**src/rtl/cache_mem_arbiter_pkg.sv**
```systemverilog
// Shared types and default widths for the icache/dcache memory-port arbiter.
// FSM encodings are plain constants so older tooling can consume the package unchanged.
package cache_mem_arbiter_pkg;

  localparam int unsigned ARB_ADDR_WIDTH = 32;
  localparam int unsigned ARB_LINE_WIDTH = 256;
  localparam int unsigned ARB_CNT_WIDTH  = 32;

  typedef logic [1:0] arb_state_t;
  localparam arb_state_t ARB_IDLE    = 2'd0;
  localparam arb_state_t ARB_GRANT_I = 2'd1;
  localparam arb_state_t ARB_GRANT_D = 2'd2;

  typedef enum logic {
    REQ_I = 1'b0,
    REQ_D = 1'b1
  } arb_req_t;

endpackage

```
**src/rtl/cache_mem_arbiter_if.sv**
```systemverilog
// Cache-side and adaptor-side line-transfer signals of the memory arbiter.
// slave is the arbiter's view; master is the view of the surrounding caches and adaptor.
interface cache_mem_arbiter_if #(
  parameter int unsigned ADDR_WIDTH = 32,
  parameter int unsigned LINE_WIDTH = 256
);
  logic                  i_mem_read;
  logic [ADDR_WIDTH-1:0] i_mem_address;
  logic [LINE_WIDTH-1:0] i_mem_rdata;
  logic                  i_mem_resp;

  logic                  d_mem_read;
  logic                  d_mem_write;
  logic [ADDR_WIDTH-1:0] d_mem_address;
  logic [LINE_WIDTH-1:0] d_mem_wdata;
  logic [LINE_WIDTH-1:0] d_mem_rdata;
  logic                  d_mem_resp;

  logic                  mem_read;
  logic                  mem_write;
  logic [ADDR_WIDTH-1:0] mem_address;
  logic [LINE_WIDTH-1:0] mem_wdata;
  logic [LINE_WIDTH-1:0] mem_rdata;
  logic                  mem_resp;

  modport slave (
    input  i_mem_read, i_mem_address,
    output i_mem_rdata, i_mem_resp,
    input  d_mem_read, d_mem_write, d_mem_address, d_mem_wdata,
    output d_mem_rdata, d_mem_resp,
    output mem_read, mem_write, mem_address, mem_wdata,
    input  mem_rdata, mem_resp
  );

  modport master (
    output i_mem_read, i_mem_address,
    input  i_mem_rdata, i_mem_resp,
    output d_mem_read, d_mem_write, d_mem_address, d_mem_wdata,
    input  d_mem_rdata, d_mem_resp,
    input  mem_read, mem_write, mem_address, mem_wdata,
    output mem_rdata, mem_resp
  );

endinterface

```
**src/rtl/cache_mem_arbiter_sat_counter.sv**
```systemverilog
// Saturating up-counter for arbiter performance statistics; sticks at all-ones.
module cache_mem_arbiter_sat_counter #(
  parameter int unsigned WIDTH = 32
) (
  input  logic             clk_i,
  input  logic             rst_ni,
  input  logic             inc_i,
  output logic [WIDTH-1:0] cnt_o
);

  logic [WIDTH-1:0] cnt_q, cnt_d;

  always_comb begin
    cnt_d = cnt_q;
    if (inc_i && (cnt_q != '1)) begin
      cnt_d = cnt_q + 1'b1;
    end
  end

  always_ff @(posedge clk_i or negedge rst_ni) begin
    if (!rst_ni) begin
      cnt_q <= '0;
    end else begin
      cnt_q <= cnt_d;
    end
  end

  assign cnt_o = cnt_q;

endmodule

```
**src/rtl/cache_mem_arbiter.sv**
```systemverilog
// Round-robin arbiter sharing one burst memory port between icache and dcache.
// Each grant latches the whole request and holds it until the adaptor answers.
module cache_mem_arbiter
  import cache_mem_arbiter_pkg::*;
#(
  parameter int unsigned ADDR_WIDTH = ARB_ADDR_WIDTH,
  parameter int unsigned LINE_WIDTH = ARB_LINE_WIDTH,
  parameter int unsigned CNT_WIDTH  = ARB_CNT_WIDTH
) (
  input  logic                 clk,
  input  logic                 rst,
  cache_mem_arbiter_if.slave   bus,
  output logic [CNT_WIDTH-1:0] i_grant_cnt,
  output logic [CNT_WIDTH-1:0] d_grant_cnt,
  output logic [CNT_WIDTH-1:0] conflict_cnt
);

  arb_state_t            state_q, state_d;
  arb_req_t              last_q, last_d;
  logic [ADDR_WIDTH-1:0] addr_q, addr_d;
  logic [LINE_WIDTH-1:0] wdata_q, wdata_d;
  logic                  write_q, write_d;

  logic i_req, d_req, grant_i, grant_d;
  logic i_inc, d_inc, conflict_inc;
  logic i_resp, d_resp, busy;

  assign i_req = bus.i_mem_read;
  // A simultaneous read and write from the dcache is resolved as a write below.
  assign d_req = bus.d_mem_read | bus.d_mem_write;

  // On a tie, the side that did not win last time goes next.
  assign grant_d = d_req & (~i_req | (last_q == REQ_I));
  assign grant_i = i_req & (~d_req | (last_q == REQ_D));

  always_comb begin
    state_d      = state_q;
    last_d       = last_q;
    addr_d       = addr_q;
    wdata_d      = wdata_q;
    write_d      = write_q;
    i_inc        = 1'b0;
    d_inc        = 1'b0;
    conflict_inc = 1'b0;
    case (state_q)
      ARB_IDLE: begin
        conflict_inc = i_req & d_req;
        if (grant_d) begin
          state_d = ARB_GRANT_D;
          last_d  = REQ_D;
          addr_d  = bus.d_mem_address;
          wdata_d = bus.d_mem_wdata;
          write_d = bus.d_mem_write;
          d_inc   = 1'b1;
        end else if (grant_i) begin
          state_d = ARB_GRANT_I;
          last_d  = REQ_I;
          addr_d  = bus.i_mem_address;
          write_d = 1'b0;
          i_inc   = 1'b1;
        end
      end
      ARB_GRANT_I, ARB_GRANT_D: begin
        if (bus.mem_resp) begin
          state_d = ARB_IDLE;
        end
      end
      default: state_d = ARB_IDLE;
    endcase
  end

  always_ff @(posedge clk or negedge rst) begin
    if (!rst) begin
      state_q <= ARB_IDLE;
      last_q  <= REQ_I;
      addr_q  <= '0;
      wdata_q <= '0;
      write_q <= 1'b0;
    end else begin
      state_q <= state_d;
      last_q  <= last_d;
      addr_q  <= addr_d;
      wdata_q <= wdata_d;
      write_q <= write_d;
    end
  end

  assign busy            = (state_q == ARB_GRANT_I) | (state_q == ARB_GRANT_D);
  assign bus.mem_read    = busy & ~write_q;
  assign bus.mem_write   = busy & write_q;
  assign bus.mem_address = addr_q;
  assign bus.mem_wdata   = wdata_q;

  // Responses are forwarded combinationally; a stray mem_resp while idle goes nowhere.
  assign i_resp          = (state_q == ARB_GRANT_I) & bus.mem_resp;
  assign d_resp          = (state_q == ARB_GRANT_D) & bus.mem_resp;
  assign bus.i_mem_resp  = i_resp;
  assign bus.d_mem_resp  = d_resp;
  assign bus.i_mem_rdata = i_resp ? bus.mem_rdata : '0;
  assign bus.d_mem_rdata = d_resp ? bus.mem_rdata : '0;

  cache_mem_arbiter_sat_counter #(
    .WIDTH (CNT_WIDTH)
  ) u_i_grant_cnt (
    .clk_i  (clk),
    .rst_ni (rst),
    .inc_i  (i_inc),
    .cnt_o  (i_grant_cnt)
  );

  cache_mem_arbiter_sat_counter #(
    .WIDTH (CNT_WIDTH)
  ) u_d_grant_cnt (
    .clk_i  (clk),
    .rst_ni (rst),
    .inc_i  (d_inc),
    .cnt_o  (d_grant_cnt)
  );

  cache_mem_arbiter_sat_counter #(
    .WIDTH (CNT_WIDTH)
  ) u_conflict_cnt (
    .clk_i  (clk),
    .rst_ni (rst),
    .inc_i  (conflict_inc),
    .cnt_o  (conflict_cnt)
  );

endmodule
```
**src/flat_wrapper.sv**
```systemverilog
// flat-port wrapper written by rule: the top's interface ports become plain ports
module cache_mem_arbiter_flat import cache_mem_arbiter_pkg::*;
#(
  parameter int unsigned ADDR_WIDTH = ARB_ADDR_WIDTH,
  parameter int unsigned LINE_WIDTH = ARB_LINE_WIDTH,
  parameter int unsigned CNT_WIDTH  = ARB_CNT_WIDTH
)
  (clk, rst, i_grant_cnt, d_grant_cnt, conflict_cnt, bus_i_mem_read, bus_i_mem_address, bus_i_mem_rdata, bus_i_mem_resp, bus_d_mem_read, bus_d_mem_write, bus_d_mem_address, bus_d_mem_wdata, bus_d_mem_rdata, bus_d_mem_resp, bus_mem_read, bus_mem_write, bus_mem_address, bus_mem_wdata, bus_mem_rdata, bus_mem_resp);
  cache_mem_arbiter_if #(.ADDR_WIDTH(ADDR_WIDTH), .LINE_WIDTH(LINE_WIDTH)) bus_i ();
  input  logic clk;
  input  logic rst;
  output logic [CNT_WIDTH-1:0] i_grant_cnt;
  output logic [CNT_WIDTH-1:0] d_grant_cnt;
  output logic [CNT_WIDTH-1:0] conflict_cnt;
  input wire logic [$bits(bus_i.i_mem_read)-1:0] bus_i_mem_read;
  input wire logic [$bits(bus_i.i_mem_address)-1:0] bus_i_mem_address;
  output wire logic [$bits(bus_i.i_mem_rdata)-1:0] bus_i_mem_rdata;
  output wire logic [$bits(bus_i.i_mem_resp)-1:0] bus_i_mem_resp;
  input wire logic [$bits(bus_i.d_mem_read)-1:0] bus_d_mem_read;
  input wire logic [$bits(bus_i.d_mem_write)-1:0] bus_d_mem_write;
  input wire logic [$bits(bus_i.d_mem_address)-1:0] bus_d_mem_address;
  input wire logic [$bits(bus_i.d_mem_wdata)-1:0] bus_d_mem_wdata;
  output wire logic [$bits(bus_i.d_mem_rdata)-1:0] bus_d_mem_rdata;
  output wire logic [$bits(bus_i.d_mem_resp)-1:0] bus_d_mem_resp;
  output wire logic [$bits(bus_i.mem_read)-1:0] bus_mem_read;
  output wire logic [$bits(bus_i.mem_write)-1:0] bus_mem_write;
  output wire logic [$bits(bus_i.mem_address)-1:0] bus_mem_address;
  output wire logic [$bits(bus_i.mem_wdata)-1:0] bus_mem_wdata;
  input wire logic [$bits(bus_i.mem_rdata)-1:0] bus_mem_rdata;
  input wire logic [$bits(bus_i.mem_resp)-1:0] bus_mem_resp;
  assign bus_i.i_mem_read = bus_i_mem_read;
  assign bus_i.i_mem_address = bus_i_mem_address;
  assign bus_i_mem_rdata = bus_i.i_mem_rdata;
  assign bus_i_mem_resp = bus_i.i_mem_resp;
  assign bus_i.d_mem_read = bus_d_mem_read;
  assign bus_i.d_mem_write = bus_d_mem_write;
  assign bus_i.d_mem_address = bus_d_mem_address;
  assign bus_i.d_mem_wdata = bus_d_mem_wdata;
  assign bus_d_mem_rdata = bus_i.d_mem_rdata;
  assign bus_d_mem_resp = bus_i.d_mem_resp;
  assign bus_mem_read = bus_i.mem_read;
  assign bus_mem_write = bus_i.mem_write;
  assign bus_mem_address = bus_i.mem_address;
  assign bus_mem_wdata = bus_i.mem_wdata;
  assign bus_i.mem_rdata = bus_mem_rdata;
  assign bus_i.mem_resp = bus_mem_resp;
  cache_mem_arbiter #(.ADDR_WIDTH(ADDR_WIDTH), .LINE_WIDTH(LINE_WIDTH), .CNT_WIDTH(CNT_WIDTH)) u_core (.clk(clk), .rst(rst), .bus(bus_i), .i_grant_cnt(i_grant_cnt), .d_grant_cnt(d_grant_cnt), .conflict_cnt(conflict_cnt));
endmodule
```
**config.mk**
```make
export PLATFORM = sky130hd
export DESIGN_NAME = cache_mem_arbiter_flat
export DESIGN_NICKNAME = d
export VERILOG_FILES = /design/src/rtl/cache_mem_arbiter_pkg.sv /design/src/rtl/cache_mem_arbiter_if.sv /design/src/rtl/cache_mem_arbiter_sat_counter.sv /design/src/rtl/cache_mem_arbiter.sv /design/src/flat_wrapper.sv
export SDC_FILE = /design/constraint.sdc
export NUM_CORES = 1
export LEC_CHECK = 0
export CAP_MARGIN = 0
export CORE_AREA = 2 2 583 585
export DETAILED_ROUTE_END_ITERATION = 16
export DIE_AREA = 0 0 585 587
export PLACE_DENSITY_LB_ADDON = 0.08
export SLEW_MARGIN = 20
export SYNTH_ARGS = -nofsm -noshare
export SYNTH_HDL_FRONTEND = slang
export SYNTH_SLANG_ARGS = --single-unit
```
**constraint.sdc**
```tcl
create_clock -name clk -period 3 [get_ports clk]
set_clock_uncertainty 0.15 [all_clocks]
set_input_delay 0.6 -clock clk [delete_from_list [all_inputs] [get_ports clk]]
set_output_delay 0.6 -clock clk [all_outputs]
set_load 0.005 [all_outputs]
```
==> results.md <==
Final layout:
- Once layout is done, the placed cells without fillers occupy 43800 µm².
- Of the cells placed in the final design, the portion with a size suffix greater than 1 is 14.4%.
- The growth of design area from synthesis to finish is 126%.
- The post-route non-filler standard cell count is 8440.
- At the end of the flow, the number of nets in the layout was 4432.

Outcome:
- The final reports fail on setup timing.
- The run finished, with violations left.

Worst setup path:
- Of all nets on the critical path, the largest fanout is 9.
- The endpoint of the worst register-to-register path is u_core.u_i_grant_cnt.cnt_o[29].
- The critical path capture point type is an output pin.
- The data required time of the critical path is 2.25 ns.
- The startpoint of the lowest-slack register-to-register path is u_core.state_q[0].
- The setup slack of the most critical reg-to-reg path is 0.37 ns.
- The termination of the worst setup path is bus_i_mem_rdata[187].
- The type of element launching the critical path is a flip-flop.
- The cell count of the worst reg-to-reg path is 8.
- The startpoint of the worst setup timing path is u_core.state_q[1].
- The type of the setup path with the least slack is reg -> out.
- For the worst setup path, the data arrival time is 2.60 ns.

Power:
- The sum of internal, switching and leakage power is 32800 µW.
- IR analysis of the VDD net gives a maximum drop of 404 µV.
- In this run, the combinational gates consume 52.4% of the power.
- The share of total power in sequential cells is 26.1%.
- The clock network fraction of design power is 21.5%.
- The internal power consumption is 19900 µW.
- The share of total power consumed by net switching is 39.2%.
- The total power per unit cell area is 748 nW/µm².
- In this run the static leakage power is 0.0203 µW.
- Summed over all nets, the switching power comes to 12900 µW.

Routing:
- Using the TritonRoute via totals, the vias-per-cell ratio works out to 2.79.
- For this block, the routed nets add up to 223000 µm of wire.
- The met1 routed wirelength after detailed routing is 82800 µm.
- The initial DRC count is 1028.
- The top routing layer in use is met5.
- The wire length per cell is 26.4 µm.
- In the detailed route, the total length drawn on met3 is 19900 µm.
- Summing over every cut layer, the via total after detailed routing is 23580.
- The DRC violation count after routing is 0.
- In the detailed route, the total length drawn on met2 is 115000 µm.
- For this run, the detailed router's first-pass iteration total came to 5.
- The post-detailed-route count of antenna-violating nets is 0.

Floorplanning:
- In this run the core area contains 214 standard-cell rows.
- The total area inside the core boundary comes to 338000 µm².
- The number of top-level design ports is 1482.
- The die covers 343000 µm².
- For this configuration, the core starts out at a cell density of 5.73%.
- The floorplan step set the die height to 587 µm.
- The floorplan die width is 585 µm.

Yosys:
- The fraction of the mapped netlist area in compound gates is 1.51%.
- The cell area that synthesis handed to floorplanning was 19400 µm².
- The cell count after synthesis came out at 2297.
- The share of synthesized registers carrying an async set or reset is 100%.
- The average size of a mapped cell is 8.43 µm².
- The post-synth net total is 2885.
- Counting distinct cell types in the post-synthesis netlist gives 44.
- The post-synthesis share of cell area spent on full adders, half adders and majority gates is 0.388%.
- For this run, the number of Yosys warnings is 0.
- The predominant post-synthesis flop cell is sky130_fd_sc_hd__dfrtp_1.
- In this run, synthesis inferred 0 flip-flops with an integrated enable.
- The simple-gate portion of the synthesized area is 38.3%.
- The xor and xnor fraction of the mapped netlist area is 4.03%.
- After synthesis, flip-flops and latches occupy 50.1% of the total area.
- The proportion of synthesized area in mux cells is 1.83%.
- Counting flops and latches in the post-synthesis netlist gives 388.
- The main combinational cell family by area after synthesis is simple AND/OR/NAND/NOR gates.

STA:
- Setup repair after global routing could not meet its margin everywhere.
- Setup violations remaining at the end of the flow were counted as 389.
- The transition at the pin with the smallest max-transition slack is 0.722 ns.
- The slack of the critical path is -0.351 ns.
- The post-route clock period utilization is 112%.
- Measured against its own limit, the worst slew margin works out to 51.8%.
- The number of hold violations in the final report is 0.
- The count of final max-slew check failures is 0.
- Based on the critical path, the design can be clocked at up to 298 MHz.
- The smallest hold slack is 0.287 ns.
- In the final timing run, aggregate negative setup slack is -83.78 ns.
- For the finished layout, the period the worst path requires is 3.35 ns.

Clock network:
- Clock latency on the worst-skew pair, taken at its later pin, is 0.69 ns.
- TritonCTS built the clock tree.
- The clock-pin slew on the worst setup and hold paths is 0.06 ns.
- The H-tree depth is 2.
- The cell sitting at the root of the clock tree is a sky130_fd_sc_hd__clkbuf_16.
- TritonCTS created 60 clock buffers.
- The clock drives 388 sinks.
- The clock passes through at most 3 buffers.

Placed design:
- Once detailed placement completed, the half-perimeter wirelength came to 186000 µm.
- After detailed placement, the design holds a cell count of 8269.
- Once placement finished, the instance area stood at 41000 µm².
- Port buffering added 1481 buffers.
- Routability-driven placement finished with a final weighted congestion of 0.799.

Global route:
- The number of antenna violations at the first check in global routing is 127.
- The number of global-route vias before repair was 24215.
- After global routing the overflow that remains totals 0.
- The global-route wire length before repair is 277000 µm.
- Global routing used 12.3% of the available tracks across all layers.
- The pin count of the biggest net entering global routing is 72.

Job:
- The tool flagged a number of max-cap violations equal to 0.

Worst hold path:
- The path class of the tightest hold or removal check is in -> reg.
[power groups by stage]
stage          registers [µW]  logic, µW  clock network [µW]
6_report                 8560      17200                7040
5_1_grt                  8890      18700                7680
4_1_cts                  8620      17200                7590
3_5_place_dp             8610      16300                   0
3_3_place_gp             8610      16400                   0
2_1_floorplan            8610       4470                   0
[metal layers]
metal,vias to the layer above,track usage [%]
li1,10766,-
met1,11352,13.2
met2,1110,22.9
met3,302,4.52
met4,50,2.17
met5,-,0
[final cells by class]
class,count,area [µm²]
Antenna cell,23,57.6
Tap cell,4536,5680
Sequential cell,388,9710
Inverter,11,41.3
Clock inverter,11,105
Timing Repair Buffer,1670,17200
Clock buffer,88,1740
Multi-Input combinational cell,1713,9320
Fill cell,38827,294000
[cell usage after synthesis, drive strengths merged (2+ instances only)]
cell type | n | area (µm²)
and3 | 529 | 3310
a31oi | 3 | 18.8
nand3 | 42 | 210
o21ai | 39 | 195
ha | 6 | 75.1
nor2 | 31 | 116
or4b | 2 | 20.0
inv | 11 | 41.3
nand4 | 31 | 209
dfrtp | 388 | 9710
mux2 | 3 | 33.8
or2 | 3 | 18.8
mux2i | 32 | 320
nand2 | 839 | 3150
nand2b | 2 | 12.5
and4 | 12 | 105
or4 | 2 | 18.8
nor2b | 2 | 12.5
a21oi | 6 | 30.0
buf | 2 | 8.75
nand3b | 2 | 15.0
nor3 | 13 | 65.1
xnor2 | 64 | 561
and2 | 7 | 45.1
clkbuf | 183 | 688
nor4 | 8 | 65.1
xor2 | 25 | 219
[critical path, cell delays in order, from the launching register on]
cell,delay [ns]
sky130_fd_sc_hd__dfrtp_1,0.40
sky130_fd_sc_hd__inv_2,0.09
sky130_fd_sc_hd__ha_4,0.19
sky130_fd_sc_hd__buf_16,0.20
sky130_fd_sc_hd__buf_12,0.17
sky130_fd_sc_hd__and3_2,0.26
sky130_fd_sc_hd__clkdlybuf4s50_1,0.56
[stage by stage]
| stage | util [%] | worst slack (ns) |
|---|---|---|
| floorplan | - | 0.603 |
| global placement | 12.1 | -0.191 |
| detailed placement | 12.1 | -0.184 |
| CTS | 12.8 | -0.533 |
| global route | 12.9 | -0.480 |
| finish | 13.0 | -0.351 |
[state kept, by name, indices dropped and copies added, names as in the netlist]
signal / cells
u_core.write_q: 1
u_core.bus.mem_address: 32
u_core.u_d_grant_cnt.cnt_o: 32
u_core.u_conflict_cnt.cnt_o: 32
u_core.state_q: 2
u_core.last_q: 1
u_core.u_i_grant_cnt.cnt_o: 32
u_core.bus.mem_wdata: 256
[cell families (layout without fill, tap and decap cells)]
| logic type | after synthesis | after routing |
|---|---|---|
| compound gates | 53 | 53 |
| xor+xnor | 89 | 89 |
| fa+ha+maj | 6 | 6 |
| buf+inv | 196 | 1780 |
| flops | 388 | 388 |
| mux | 35 | 35 |
| other cells | 0 | 23 |
| simple gates | 1530 | 1530 |
[timing repair]
item                                    4_1_cts  5_1_grt
buffers inserted                             12       23
endpoints found under the setup margin      516      515
hold buffers                                  1        0
endpoints found under the hold margin        29        0
gates resized for setup                     507      387
gates cloned                                  7        7
pin swaps                                     2        1
[layout by cell type, fill, tap and decap left out, types with 38 or more instances in the layout]
master and instances:
sky130_fd_sc_hd__clkdlybuf4s50_1 1161, sky130_fd_sc_hd__xnor2_1 64, sky130_fd_sc_hd__o21ai_0 38, sky130_fd_sc_hd__and3_4 65, sky130_fd_sc_hd__nand2_1 838, sky130_fd_sc_hd__buf_4 112, sky130_fd_sc_hd__buf_6 46, sky130_fd_sc_hd__buf_12 70
sky130_fd_sc_hd__nand3_1 42, sky130_fd_sc_hd__and3_1 455, sky130_fd_sc_hd__clkbuf_16 68, sky130_fd_sc_hd__clkbuf_2 77, sky130_fd_sc_hd__dlygate4sd2_1 61, sky130_fd_sc_hd__dfrtp_1 388, sky130_fd_sc_hd__dlymetal6s2s_1 48
[worst min path at each step]
stage                                    from                         to  slack, ns  cells past startpoint
global placement    u_core.bus.mem_wdata[201]  u_core.bus.mem_wdata[201]       0.31                      2
detailed placement   u_core.bus.mem_wdata[11]   u_core.bus.mem_wdata[11]       0.31                      2
floorplan                                 rst  u_core.bus.mem_address[0]       0.15                      0
global route             bus_d_mem_wdata[202]  u_core.bus.mem_wdata[202]       0.22                      3
CTS                      bus_d_mem_wdata[131]  u_core.bus.mem_wdata[131]       0.18                      3
finish                   bus_d_mem_wdata[202]  u_core.bus.mem_wdata[202]       0.29                      3
(Power assumes the default switching activity.)
